[src/rtl/i2s_capture_engine.sv]
// -----------------------------------------------------------------------------
// i2s_capture_engine
//
// Captures I2S audio words from the WM8731 ADC path and writes them to an
// external SRAM. All logic runs on the rising edge of the codec bit clock.
//
// Build option:
//   PEAK_METER_EN - when defined, tracks the per-channel peak magnitude of
//                   written words on o_peak_l / o_peak_r. When undefined,
//                   both peak outputs are tied to zero.
//
// Ports:
//   i_BCLK, i_rst       bit clock, asynchronous active-high reset
//   i_ADCLRCK, i_ADCDAT I2S word select (0 = left) and serial data, MSB first
//   i_start, i_stop     one-cycle control pulses (stop wins over start)
//   i_pause             level; holds capture at word boundaries
//   i_mode              00 left, 01 right, 10 stereo, 11 as 00 (latched on start)
//   i_end_addr          last writable address (latched on start)
//   o_SRAM_WE/DATA/ADDR SRAM write port; WE is active low for one cycle
//   o_busy, o_full      status; o_full is sticky until the next start
//   o_done              one-cycle pulse when a capture ends
//   o_words             words written in the current capture
//   o_state             IDLE=0, ARM=1, SHIFT=2, WRITE=3 (DONE reads 0)
//   o_peak_l, o_peak_r  peak magnitudes (see build option)
//
// Handshake: there is no backpressure. A write is presented when o_SRAM_WE is
// low; data and address are register outputs and stable for that whole cycle.
// -----------------------------------------------------------------------------
module i2s_capture_engine #(
    parameter int SAMPLE_W = 16,
    parameter int ADDR_W   = 20
) (
    input  logic                  i_BCLK,
    input  logic                  i_rst,
    input  logic                  i_ADCLRCK,
    input  logic                  i_ADCDAT,
    input  logic                  i_start,
    input  logic                  i_stop,
    input  logic                  i_pause,
    input  logic [1:0]            i_mode,
    input  logic [ADDR_W-1:0]     i_end_addr,
    output logic                  o_SRAM_WE,
    output logic [SAMPLE_W-1:0]   o_SRAM_DATA,
    output logic [ADDR_W-1:0]     o_SRAM_ADDR,
    output logic                  o_busy,
    output logic                  o_full,
    output logic                  o_done,
    output logic [ADDR_W:0]       o_words,
    output logic [1:0]            o_state,
    output logic [SAMPLE_W-2:0]   o_peak_l,
    output logic [SAMPLE_W-2:0]   o_peak_r
);

    localparam int CNT_W = $clog2(SAMPLE_W + 1);
    localparam logic [1:0] MODE_L  = 2'b00;
    localparam logic [1:0] MODE_R  = 2'b01;
    localparam logic [1:0] MODE_ST = 2'b10;
    localparam logic [ADDR_W:0] WORDS_MAX = {1'b1, {ADDR_W{1'b0}}};

    typedef enum logic [2:0] {
        S_IDLE  = 3'd0,
        S_ARM   = 3'd1,
        S_SHIFT = 3'd2,
        S_WRITE = 3'd3,
        S_DONE  = 3'd4
    } state_t;

    state_t              state_q, state_d;
    logic                prev_lrck_q;
    logic [1:0]          mode_q, mode_d;
    logic [ADDR_W-1:0]   end_addr_q, end_addr_d;
    logic [ADDR_W-1:0]   addr_q, addr_d;
    logic [ADDR_W:0]     words_q, words_d;
    logic                full_q, full_d;
    logic                done_q, done_d;
    logic                phase_q, phase_d;     // stereo: 0 = left expected next
    logic [SAMPLE_W-1:0] shift_q, shift_d;
    logic [CNT_W-1:0]    cnt_q, cnt_d;

    logic want_right;
    logic edge_hit;
    logic start_ok;

    // Channel currently wanted; during WRITE this is also the channel of the
    // word being written, because the phase only toggles at the end of WRITE.
    assign want_right = (mode_q == MODE_R) || ((mode_q == MODE_ST) && phase_q);
    assign edge_hit   = want_right ? (!prev_lrck_q && i_ADCLRCK)
                                   : (prev_lrck_q && !i_ADCLRCK);
    assign start_ok   = ((state_q == S_IDLE) || (state_q == S_DONE)) && i_start && !i_stop;

    always_ff @(posedge i_BCLK or posedge i_rst) begin
        if (i_rst) begin
            state_q     <= S_IDLE;
            prev_lrck_q <= 1'b0;
            mode_q      <= MODE_L;
            end_addr_q  <= '0;
            addr_q      <= '0;
            words_q     <= '0;
            full_q      <= 1'b0;
            done_q      <= 1'b0;
            phase_q     <= 1'b0;
            shift_q     <= '0;
            cnt_q       <= '0;
        end else begin
            state_q     <= state_d;
            prev_lrck_q <= i_ADCLRCK;
            mode_q      <= mode_d;
            end_addr_q  <= end_addr_d;
            addr_q      <= addr_d;
            words_q     <= words_d;
            full_q      <= full_d;
            done_q      <= done_d;
            phase_q     <= phase_d;
            shift_q     <= shift_d;
            cnt_q       <= cnt_d;
        end
    end

    always_comb begin
        state_d    = state_q;
        mode_d     = mode_q;
        end_addr_d = end_addr_q;
        addr_d     = addr_q;
        words_d    = words_q;
        full_d     = full_q;
        done_d     = 1'b0;
        phase_d    = phase_q;
        shift_d    = shift_q;
        cnt_d      = cnt_q;

        case (state_q)
            S_IDLE, S_DONE: begin
                if (start_ok) begin
                    state_d    = S_ARM;
                    mode_d     = (i_mode == 2'b11) ? MODE_L : i_mode;
                    end_addr_d = i_end_addr;
                    addr_d     = '0;
                    words_d    = '0;
                    full_d     = 1'b0;
                    phase_d    = 1'b0;
                end
            end
            S_ARM: begin
                if (i_stop) begin
                    state_d = S_DONE;
                    done_d  = 1'b1;
                end else if (!i_pause && edge_hit) begin
                    state_d = S_SHIFT;
                    cnt_d   = '0;
                end
            end
            S_SHIFT: begin
                if (i_stop) begin
                    // Partial word is dropped.
                    state_d = S_DONE;
                    done_d  = 1'b1;
                end else begin
                    shift_d = {shift_q[SAMPLE_W-2:0], i_ADCDAT};
                    cnt_d   = cnt_q + CNT_W'(1);
                    if (cnt_q == CNT_W'(SAMPLE_W - 1)) begin
                        state_d = S_WRITE;
                    end
                end
            end
            S_WRITE: begin
                // The write always completes; a stop only redirects the exit.
                words_d = (words_q == WORDS_MAX) ? words_q : words_q + 1'b1;
                if (addr_q == end_addr_q) begin
                    full_d  = 1'b1;
                    done_d  = 1'b1;
                    state_d = S_DONE;
                end else begin
                    addr_d  = addr_q + 1'b1;
                    phase_d = !phase_q;
                    state_d = i_stop ? S_DONE : S_ARM;
                    done_d  = i_stop;
                end
            end
            default: state_d = S_IDLE;
        endcase
    end

`ifdef PEAK_METER_EN
    logic [SAMPLE_W-2:0] peak_l_q, peak_l_d;
    logic [SAMPLE_W-2:0] peak_r_q, peak_r_d;
    logic [SAMPLE_W-1:0] neg_w;
    logic [SAMPLE_W-2:0] mag_w;

    assign neg_w = ~shift_q + SAMPLE_W'(1);

    // Magnitude of the two's complement word; the most negative value
    // has no positive counterpart and saturates to all ones.
    always_comb begin
        mag_w = shift_q[SAMPLE_W-2:0];
        if (shift_q[SAMPLE_W-1]) begin
            if (shift_q[SAMPLE_W-2:0] == '0) mag_w = '1;
            else                             mag_w = neg_w[SAMPLE_W-2:0];
        end
    end

    always_comb begin
        peak_l_d = peak_l_q;
        peak_r_d = peak_r_q;
        if (start_ok) begin
            peak_l_d = '0;
            peak_r_d = '0;
        end else if (state_q == S_WRITE) begin
            if (want_right) begin
                if (mag_w > peak_r_q) peak_r_d = mag_w;
            end else begin
                if (mag_w > peak_l_q) peak_l_d = mag_w;
            end
        end
    end

    always_ff @(posedge i_BCLK or posedge i_rst) begin
        if (i_rst) begin
            peak_l_q <= '0;
            peak_r_q <= '0;
        end else begin
            peak_l_q <= peak_l_d;
            peak_r_q <= peak_r_d;
        end
    end

    assign o_peak_l = peak_l_q;
    assign o_peak_r = peak_r_q;
`else
    assign o_peak_l = '0;
    assign o_peak_r = '0;
`endif

    assign o_SRAM_WE   = (state_q != S_WRITE);
    assign o_SRAM_DATA = shift_q;
    assign o_SRAM_ADDR = addr_q;
    assign o_busy      = (state_q == S_ARM) || (state_q == S_SHIFT) || (state_q == S_WRITE);
    assign o_full      = full_q;
    assign o_done      = done_q;
    assign o_words     = words_q;
    assign o_state     = (state_q == S_DONE) ? 2'b00 : state_q[1:0];

endmodule

[config.mk]
export PLATFORM = sky130hd
export DESIGN_NAME = i2s_capture_engine
export DESIGN_NICKNAME = d
export VERILOG_FILES = /design/src/rtl/i2s_capture_engine.sv
export SDC_FILE = /design/constraint.sdc
export NUM_CORES = 1
export LEC_CHECK = 0
export ABC_CLOCK_PERIOD_IN_PS = 6200
export BUFFER_PORTS_ARGS = -buffer_cell sky130_fd_sc_hd__buf_2
export CELL_PAD_IN_SITES_DETAIL_PLACEMENT = 0
export CELL_PAD_IN_SITES_GLOBAL_PLACEMENT = 1
export CORE_AREA = 4 4 129 162
export DETAILED_ROUTE_END_ITERATION = 12
export DIE_AREA = 0 0 133 166
export MAX_ROUTING_LAYER = met4
export PLACE_DENSITY_LB_ADDON = 0.1
export SLEW_MARGIN = 20
export SYNTH_ARGS = -nofsm -noshare
export SYNTH_HDL_FRONTEND = slang
export SYNTH_SLANG_ARGS = --single-unit
export TNS_END_PERCENT = 10
[constraint.sdc]
create_clock -name i_BCLK -period 6.2 [get_ports i_BCLK]
set_input_delay 0 -clock i_BCLK [delete_from_list [all_inputs] [get_ports i_BCLK]]
set_output_delay 0 -clock i_BCLK [all_outputs]
set_load 0.005 [all_outputs]
==> impl_metrics.yaml, run 1 <==
clock_network:
  post_cts.resized_instances: 0
  cts_setup_buffers: 0
  cts_tree: "built"
  clockBufferDepth: 2
  clkSlewWorstSetupHoldPaths_ps: 70
  cts.sink_count: 91
  clk_tree_root_cell: "clkbuf_16"
  cts_htree_levels: 3
  numCtsBuffers: 9
  worstSkewPairLatency_ps: 350
setup_path:
  worstSetupEndpoint: "state_q[0]$_DFFE_PP0P_"
  terminus_of_the_critical_flop_to_flop_path: "state_q[0]$_DFFE_PP0P_"
  timing.critical_path.to_type: "register"
  timing.rr.start: "o_SRAM_ADDR[3]$_DFFE_PP0P_"
  setup_crit_start: "o_SRAM_ADDR[3]$_DFFE_PP0P_"
  timing.setup.critical_path_class: "register to register"
  critPathLaunchType: "register"
  path_depth: 7
  ff2ff_path_depth: 7
  worst_ep_required_time_ps: 6440
  crit_path_max_fanout: 19
  critical-path-max-stage-delay_ps: 650
  reg2reg_slack_ps: 3180
  worst_path_cell_trace: "xnor2_1 -> nand4_1 -> nor2_1 -> and2_1 -> nand2b_1 -> a31oi_1 -> dlygate4sd3_1"
  worst-endpoint-arrival_ps: 3260
  crit_path_slowest_cell: "and2_1"
  worstPathBufferInverterCount: 1
  critPathTopFamily: "simple AND/OR/NAND/NOR gates"
floorplanning:
  pin_count: 122
  chipHeight_um: 166
  die_width_um: 133
  design.die.area_um2: 22100
  starting_density_of_the_core_pct: 24.5
  rows: 57
  core_region_area_um2: 19300
synth:
  synth.lib_cells_used.distinct: 56
  ys_ff_latch: 91
  synthFlopType: "dfrtp_1"
  part_of_the_yosys_area_used_for_sequential_elements_pct: 48.0
  async_reset_ff_share_pct: 100
  mappedNetlistArea_um2: 4740
  synthesis.yosys.warnings: 0
  synth_cells: 518
  synthesis.area_per_instance_um2: 9.16
  synth_edf_count: 0
global_route:
  grt_pass1_wl_mm: 21.5
  use_met2_pct: 20.7
  vias_in_the_first_global_route: 3929
  grtUsageMet3_pct: 2.45
  grt-ovfl-total: 0
  layer_with_the_highest_usage: "met2"
  grt_util_all_layers_pct: 12.5
  antenna_violations_before_repair: 0
  grt_max_degree: 58
  met1_routing_resource_usage_after_global_routing_pct: 15.0
routing:
  route.vias.total: 3822
  detail-route-antenna-nets: 0
  drtPass1Iterations: 6
  wl_per_cell_um: 14.8
  detailedRoute.firstIterationViolations: 112
  drc: 0
  avgViaCountPerCell: 4.25
  wirelength_mm: 13.3
placement:
  buffer_ports.inserted: 91
  placedInstanceArea_um2: 5360
  dp_hpwl_mm: 9.42
  dp_worst_setup_slack_ps: 3570
  routabilityCongestion: 0.721
power:
  clock_power_share_pct: 41.0
  static-leakage-power_nw: 2.96
  switching_fraction_of_total_power_pct: 26.9
  power.switching_w: 0.000377
  power.density_cell_area_nw_per_um2: 235
  internal_power_w: 0.00102
  seqPwrFrac_pct: 47.8
  power.share.combinational_pct: 11.2
  vdd_drop_max_mv: 0.113
sta:
  timing.clock.skew_ps: 7.09
  fin_ws_ps: 3180
  setup_total_negative_slack_ps: 0
  slew_headroom_pct: 47.6
  layout_worst_path_cycle_share_pct: 48.7
  timing_worst_slew_pin_value_ps: 766
  setup_repair_after_global_routing_missed_its_margin: "false"
  fmax_mhz: 331
  final_hold_viol_count: 0
  setup_violations: 0
  min_period_ps: 3020
  hold-worst-slack_ps: 144
  drv_slew: 0
finish:
  stdcell_area_um2: 5950
  count_of_inserted_antenna_diode_cells: 0
  syn_to_final_growth_pct: 25.5
  fraction_of_layout_cells_with_a_size_suffix_above_1_pct: 19.9
  layout.nets: 663
hold_path:
  hold_path.class: "primary input to register"
run_status:
  run_status: "completed"
flow_run:
  drv.max_cap_violation_count: 0
[per-stage QoR]
step | total power [W] | utilization [%] | cells
after detailed placement | 0.000830 | 27.7 | 854
after global placement | 0.000828 | 27.7 | 854
after global routing | 0.00148 | 30.8 | 899
final | 0.00140 | 30.8 | 899
after CTS | 0.00144 | 30.8 | 899
after floorplan | 0.000790 | - | 547
[area by class of cell]
| cell class | instances | area [um2] |
|---|---|---|
| sequential | 91 | 2280 |
| timing repair buffer | 123 | 768 |
| clock buffer | 9 | 225 |
| clock inverter | 7 | 75.1 |
| fill | 2093 | 13400 |
| inverter | 14 | 53.8 |
| tap | 265 | 332 |
| multi-input combinational | 390 | 2220 |
[repair_timing]
action / 4_1_cts / 5_1_grt
hold buffers: 29 / 0
setup endpoints to repair: 0 / 0
endpoints found under the hold margin: 65 / 0
[Yosys cell counts (3+ instances only)]
cell type / instances / area [um2]
ha_1: 5 / 62.6
nand2b_1: 6 / 37.5
nand3b_1: 4 / 30.0
and3_1: 7 / 43.8
clkbuf_1: 16 / 60.1
nor2_1: 39 / 146
mux2i_1: 9 / 90.1
buf_4: 31 / 233
inv_1: 14 / 52.6
nand3_1: 13 / 65.1
nor3_1: 4 / 20.0
a211oi_1: 8 / 60.1
or3_1: 11 / 68.8
xor2_1: 12 / 105
nand2_1: 137 / 514
xnor2_1: 33 / 289
dfrtp_1: 91 / 2280
nand4_1: 11 / 68.8
o21ai_0: 6 / 30.0
a21oi_1: 11 / 55.1
or2_2: 3 / 18.8
nor4_1: 4 / 25.0
[sequential cells by signal (all words and copies together), names as in the netlist]
register     count
o_SRAM_ADDR     20
cnt_q            5
mode_q           2
state_q          3
o_done           1
o_full           1
o_words         21
prev_lrck_q      1
end_addr_q      20
phase_q          1
o_SRAM_DATA     16
[power by group through the flow]
stage          registers, W  clock network [W]  logic [W]
6_report           0.000669           0.000574   0.000157
4_1_cts            0.000670           0.000603   0.000163
5_1_grt            0.000676           0.000622   0.000180
3_3_place_gp       0.000681                  0   0.000147
2_1_floorplan      0.000671                  0   0.000119
3_5_place_dp       0.000682                  0   0.000148
[cells by family after synthesis]
group                    synth area share, %
AO/OA/AOI/OAI                           5.41
XOR/XNOR                                8.31
adder cells (fa/ha/maj)                 1.32
buffers and inverters                   7.89
flip-flops                              48.0
multiplexers                            2.14
other                                 0.0791
AND/OR/NAND/NOR                         26.9
[how the worst min path moves through the flow]
stage | start | end | slack, ps | depth (start not counted)
after floorplan | i_ADCLRCK | prev_lrck_q$_DFF_PP0_ | 30 | 0
after global placement | i_ADCLRCK | prev_lrck_q$_DFF_PP0_ | 130 | 1
after detailed placement | i_ADCLRCK | prev_lrck_q$_DFF_PP0_ | 140 | 1
after CTS | i_stop | o_done$_DFF_PP0_ | 130 | 3
after global routing | i_stop | o_done$_DFF_PP0_ | 150 | 3
final | i_stop | state_q[2]$_DFFE_PP0P_ | 140 | 3
[layer usage]
| layer | vias up | share of wire, % |
|---|---|---|
| met3 | 12 | 5.1 |
| met4 | 0 | 1.7 |
| li1 | 1881 | - |
| met2 | 104 | 50 |
| met1 | 1825 | 43 |
| met5 | - | 0 |
[cell usage in the layout, fill, tap and decap left out, types with 3 or more instances in the layout]
cell type,count
nor3_4,3
xor2_1,12
nand3_1,13
buf_4,3
a21oi_1,11
nand2_1,137
nor2_1,39
inv_6,3
inv_1,13
a211oi_1,8
nand2b_1,6
conb_1,30
ha_1,5
nor3_1,3
clkinv_2,3
nand3b_1,4
dfrtp_1,91
and3_1,7
o21ai_0,6
clkbuf_16,9
nor4_1,4
or3_1,11
buf_2,91
mux2i_1,9
dlygate4sd3_1,29
xnor2_1,33
or2_2,3
nand4_1,11
[worst reg2reg max path, stage by stage, from the launching register on]
cell and delay [ps]:
dfrtp_1 570, xnor2_1 160, nand4_1 130, nor2_1 420, and2_1 650, nand2b_1 320, a31oi_1 100, dlygate4sd3_1 560
No activity file was read; power rests on OpenSTA's default activity.
==> run 2: changes to the inputs <==
- ABC_AREA: default -> 1
- ABC_CLOCK_PERIOD_IN_PS: 6200 -> 2620
- CORE_AREA: 4 4 129 162 -> 4 4 136 171
- DIE_AREA: 0 0 133 166 -> 0 0 140 175
- clock period: 6.2 -> 2.62 ns (I/O delays scaled with it)
==> run 2 against run 1 <==
Against the previous run:
- first-iteration DRC count is 110% higher
- sequential power grew to 2.8 times the previous value
- largest cell class is now multi-input gates
- sequential cell count stayed put
- utilization is 0.35 points lower
- combinational power grew to 6.4 times the previous value
- power grew to 3.0 times the previous value
==> impl_metrics.yaml, run 2 <==
placement:
  placed_cells: 1091
  dp_hpwl_mm: 12.1
  routabilityCongestion: 0.846
  buffer_ports.inserted: 91
routing:
  avgViaCountPerCell: 4.33
  route.vias.total: 4912
  wl_per_cell_um: 14.8
  drtPass1Iterations: 4
  detail-route-antenna-nets: 0
  detailedRoute.firstIterationViolations: 237
  wirelength_mm: 16.8
  drc: 0
synth:
  synth.lib_cells_used.distinct: 30
  post_synth_fa_ha_maj_area_fraction_pct: 1.18
  synth-xor-area-share_pct: 4.78
  synthesis.yosys.warnings: 0
  synthFlopType: "dfrtp_1"
  synth_edf_count: 0
  basic_gate_share_of_the_synthesized_area_counting_and_or_nand_and_nor_cells_pct: 33.1
  synth_cells: 733
  mappedNetlistArea_um2: 5320
  netlist_top_cells_area: "dfrtp_1 (43%), nand2_1 (16%), nand3_1 (6.7%)"
  synth_top_family_by_area: "simple AND/OR/NAND/NOR gates"
  ys_ff_latch: 91
  synth.most_common_cell: "nand2_1"
  part_of_the_yosys_area_used_for_sequential_elements_pct: 42.8
  synthDominantCellAreaShare_pct: 42.8
  compound_cell_area_share_of_the_yosys_netlist_pct: 5.72
  synthesis.area_per_instance_um2: 7.25
  yosys-mux-area-fraction_pct: 0
  synth_area_leader_cell: "dfrtp_1"
  async_reset_ff_share_pct: 100
  synth.top_cells.by_count: "nand2_1 (230), dfrtp_1 (91), inv_1 (77)"
finish:
  fraction_of_layout_cells_with_a_size_suffix_above_1_pct: 15.8
  syn_to_final_growth_pct: 23.0
  final_core_utilization_pct: 30.4
  final_cell_count_no_fill: 1135
  largest_register_ffs: 21
  final_cell_mix: "nand2_1 (230), dfrtp_1 (91), buf_2 (91)"
  mostFrequentLayoutCell: "nand2_1"
  layout.nets: 885
  count_of_inserted_antenna_diode_cells: 0
  layout.filler_cells: 2423
setup_path:
  worst-endpoint-arrival_ps: 2320
  timing.critical_path.to_type: "register"
  timing.setup.critical_path_class: "register to register"
  reg2reg_slack_ps: 550
  terminus_of_the_critical_flop_to_flop_path: "o_SRAM_ADDR[5]$_DFFE_PP0P_"
  worst_ep_required_time_ps: 2860
  ff2ff_path_depth: 6
  timing.rr.start: "state_q[2]$_DFFE_PP0P_"
  critPathLaunchType: "register"
  crit_path_max_fanout: 16
sta:
  setup_repair_after_global_routing_missed_its_margin: "false"
  layout_worst_path_cycle_share_pct: 79.2
  drv_slew: 0
  timing_worst_slew_pin_value_ps: 629
  setup_total_negative_slack_ps: 0
  setup_violations: 0
  timing.clock.skew_ps: 11.3
  min_period_ps: 2070
  slew_headroom_pct: 58.1
  final_hold_viol_count: 0
  fmax_mhz: 482
  hold-worst-slack_ps: 264
clock_network:
  cts.sink_count: 91
  cts_htree_levels: 3
  worstSkewPairLatency_ps: 360
  clkSlewWorstSetupHoldPaths_ps: 80
  clk_tree_root_cell: "clkbuf_16"
  cts_tree: "built"
  numCtsBuffers: 9
  clockBufferDepth: 2
  cts_setup_buffers: 0
power:
  power.density_cell_area_nw_per_um2: 643
  vdd_drop_max_mv: 0.377
  static-leakage-power_nw: 3.32
  fin_total_pwr_w: 0.00420
floorplanning:
  core_region_area_um2: 21500
  starting_density_of_the_core_pct: 24.8
  rows: 60
  pin_count: 122
  chipHeight_um: 175
  die_width_um: 140
  design.die.area_um2: 24500
global_route:
  grt_util_all_layers_pct: 14.2
  antenna_violations_before_repair: 0
  grt_pass1_wl_mm: 27.0
  grt-ovfl-total: 0
  grt_max_degree: 50
  vias_in_the_first_global_route: 4916
flow_run:
  drv.max_cap_violation_count: 0
hold_path:
  hold_path.class: "primary input to asynchronous set/reset pin"
run_status:
  run_status: "completed"
[run 2: metal layers]
metal,global-route usage [%],vias up,part of all wire (%)
met3,1.70,20,2.6
met5,-,-,0
met2,23.7,95,49
met4,5.78,0,2.4
li1,-,2478,-
met1,17.6,2319,46
[run 2: cell families after synthesis]
family                   count (synthesis)
flip-flops                              91
AO/OA/AOI/OAI                           58
buffers and inverters                  134
AND/OR/NAND/NOR                        415
adder cells (fa/ha/maj)                  5
XOR/XNOR                                29
other                                    1
[run 2: where the power goes]
group / leakage (nW) / internal (W) / switching [W] / total (W)
clock network: 0.143 / 0.000662 / 0.000648 / 0.00131
registers: 1.20 / 0.00169 / 0.000205 / 0.00189
logic: 1.97 / 0.000389 / 0.000615 / 0.00100
[run 2: worst max path at each step]
stage                               startpoint                          end  depth (start not counted)
floorplan                                i_rst         cnt_q[0]$_DFFE_PP0P_                          1
global placement    o_SRAM_ADDR[0]$_DFFE_PP0P_   o_SRAM_ADDR[8]$_DFFE_PP0P_                         10
detailed placement  o_SRAM_ADDR[0]$_DFFE_PP0P_  o_SRAM_ADDR[10]$_DFFE_PP0P_                         10
CTS                 o_SRAM_ADDR[0]$_DFFE_PP0P_  o_SRAM_ADDR[10]$_DFFE_PP0P_                         10
global route            state_q[1]$_DFFE_PP0P_   o_SRAM_ADDR[5]$_DFFE_PP0P_                          7
finish                  state_q[2]$_DFFE_PP0P_   o_SRAM_ADDR[5]$_DFFE_PP0P_                          6
[run 2: area by class of cell]
| class | count | area (um2) | share of cell area, % |
|---|---|---|---|
| clock buffers | 9 | 225 | 3.44 |
| repair buffers | 129 | 823 | 12.6 |
| inverters | 83 | 314 | 4.80 |
| flip-flops and latches | 91 | 2280 | 34.8 |
| multi-input cells | 537 | 2490 | 38.1 |
| well taps | 279 | 349 | 5.34 |
| clock inverters | 7 | 56.3 | 0.861 |
[run 2: critical path: stages, from the launching register on]
cell and delay, ps:
dfrtp_1 430, nor2_1 150, nand2_2 240, inv_1 330, nand4_2 510, nand3_1 220, nand2_1 70
[run 2: repair_timing]
action                    in CTS  in global routing
hold buffers                  28                  0
hold endpoints to repair      69                  0
resized for setup              0                  0
[run 2: per-stage QoR]
stage / worst slack (ps) / cell area, um2
5_1_grt: 332 / 6540
4_1_cts: 501 / 6540
6_report: 545 / 6540
3_3_place_gp: 546 / 5980
2_1_floorplan: 256 / 5420
3_5_place_dp: 505 / 5980
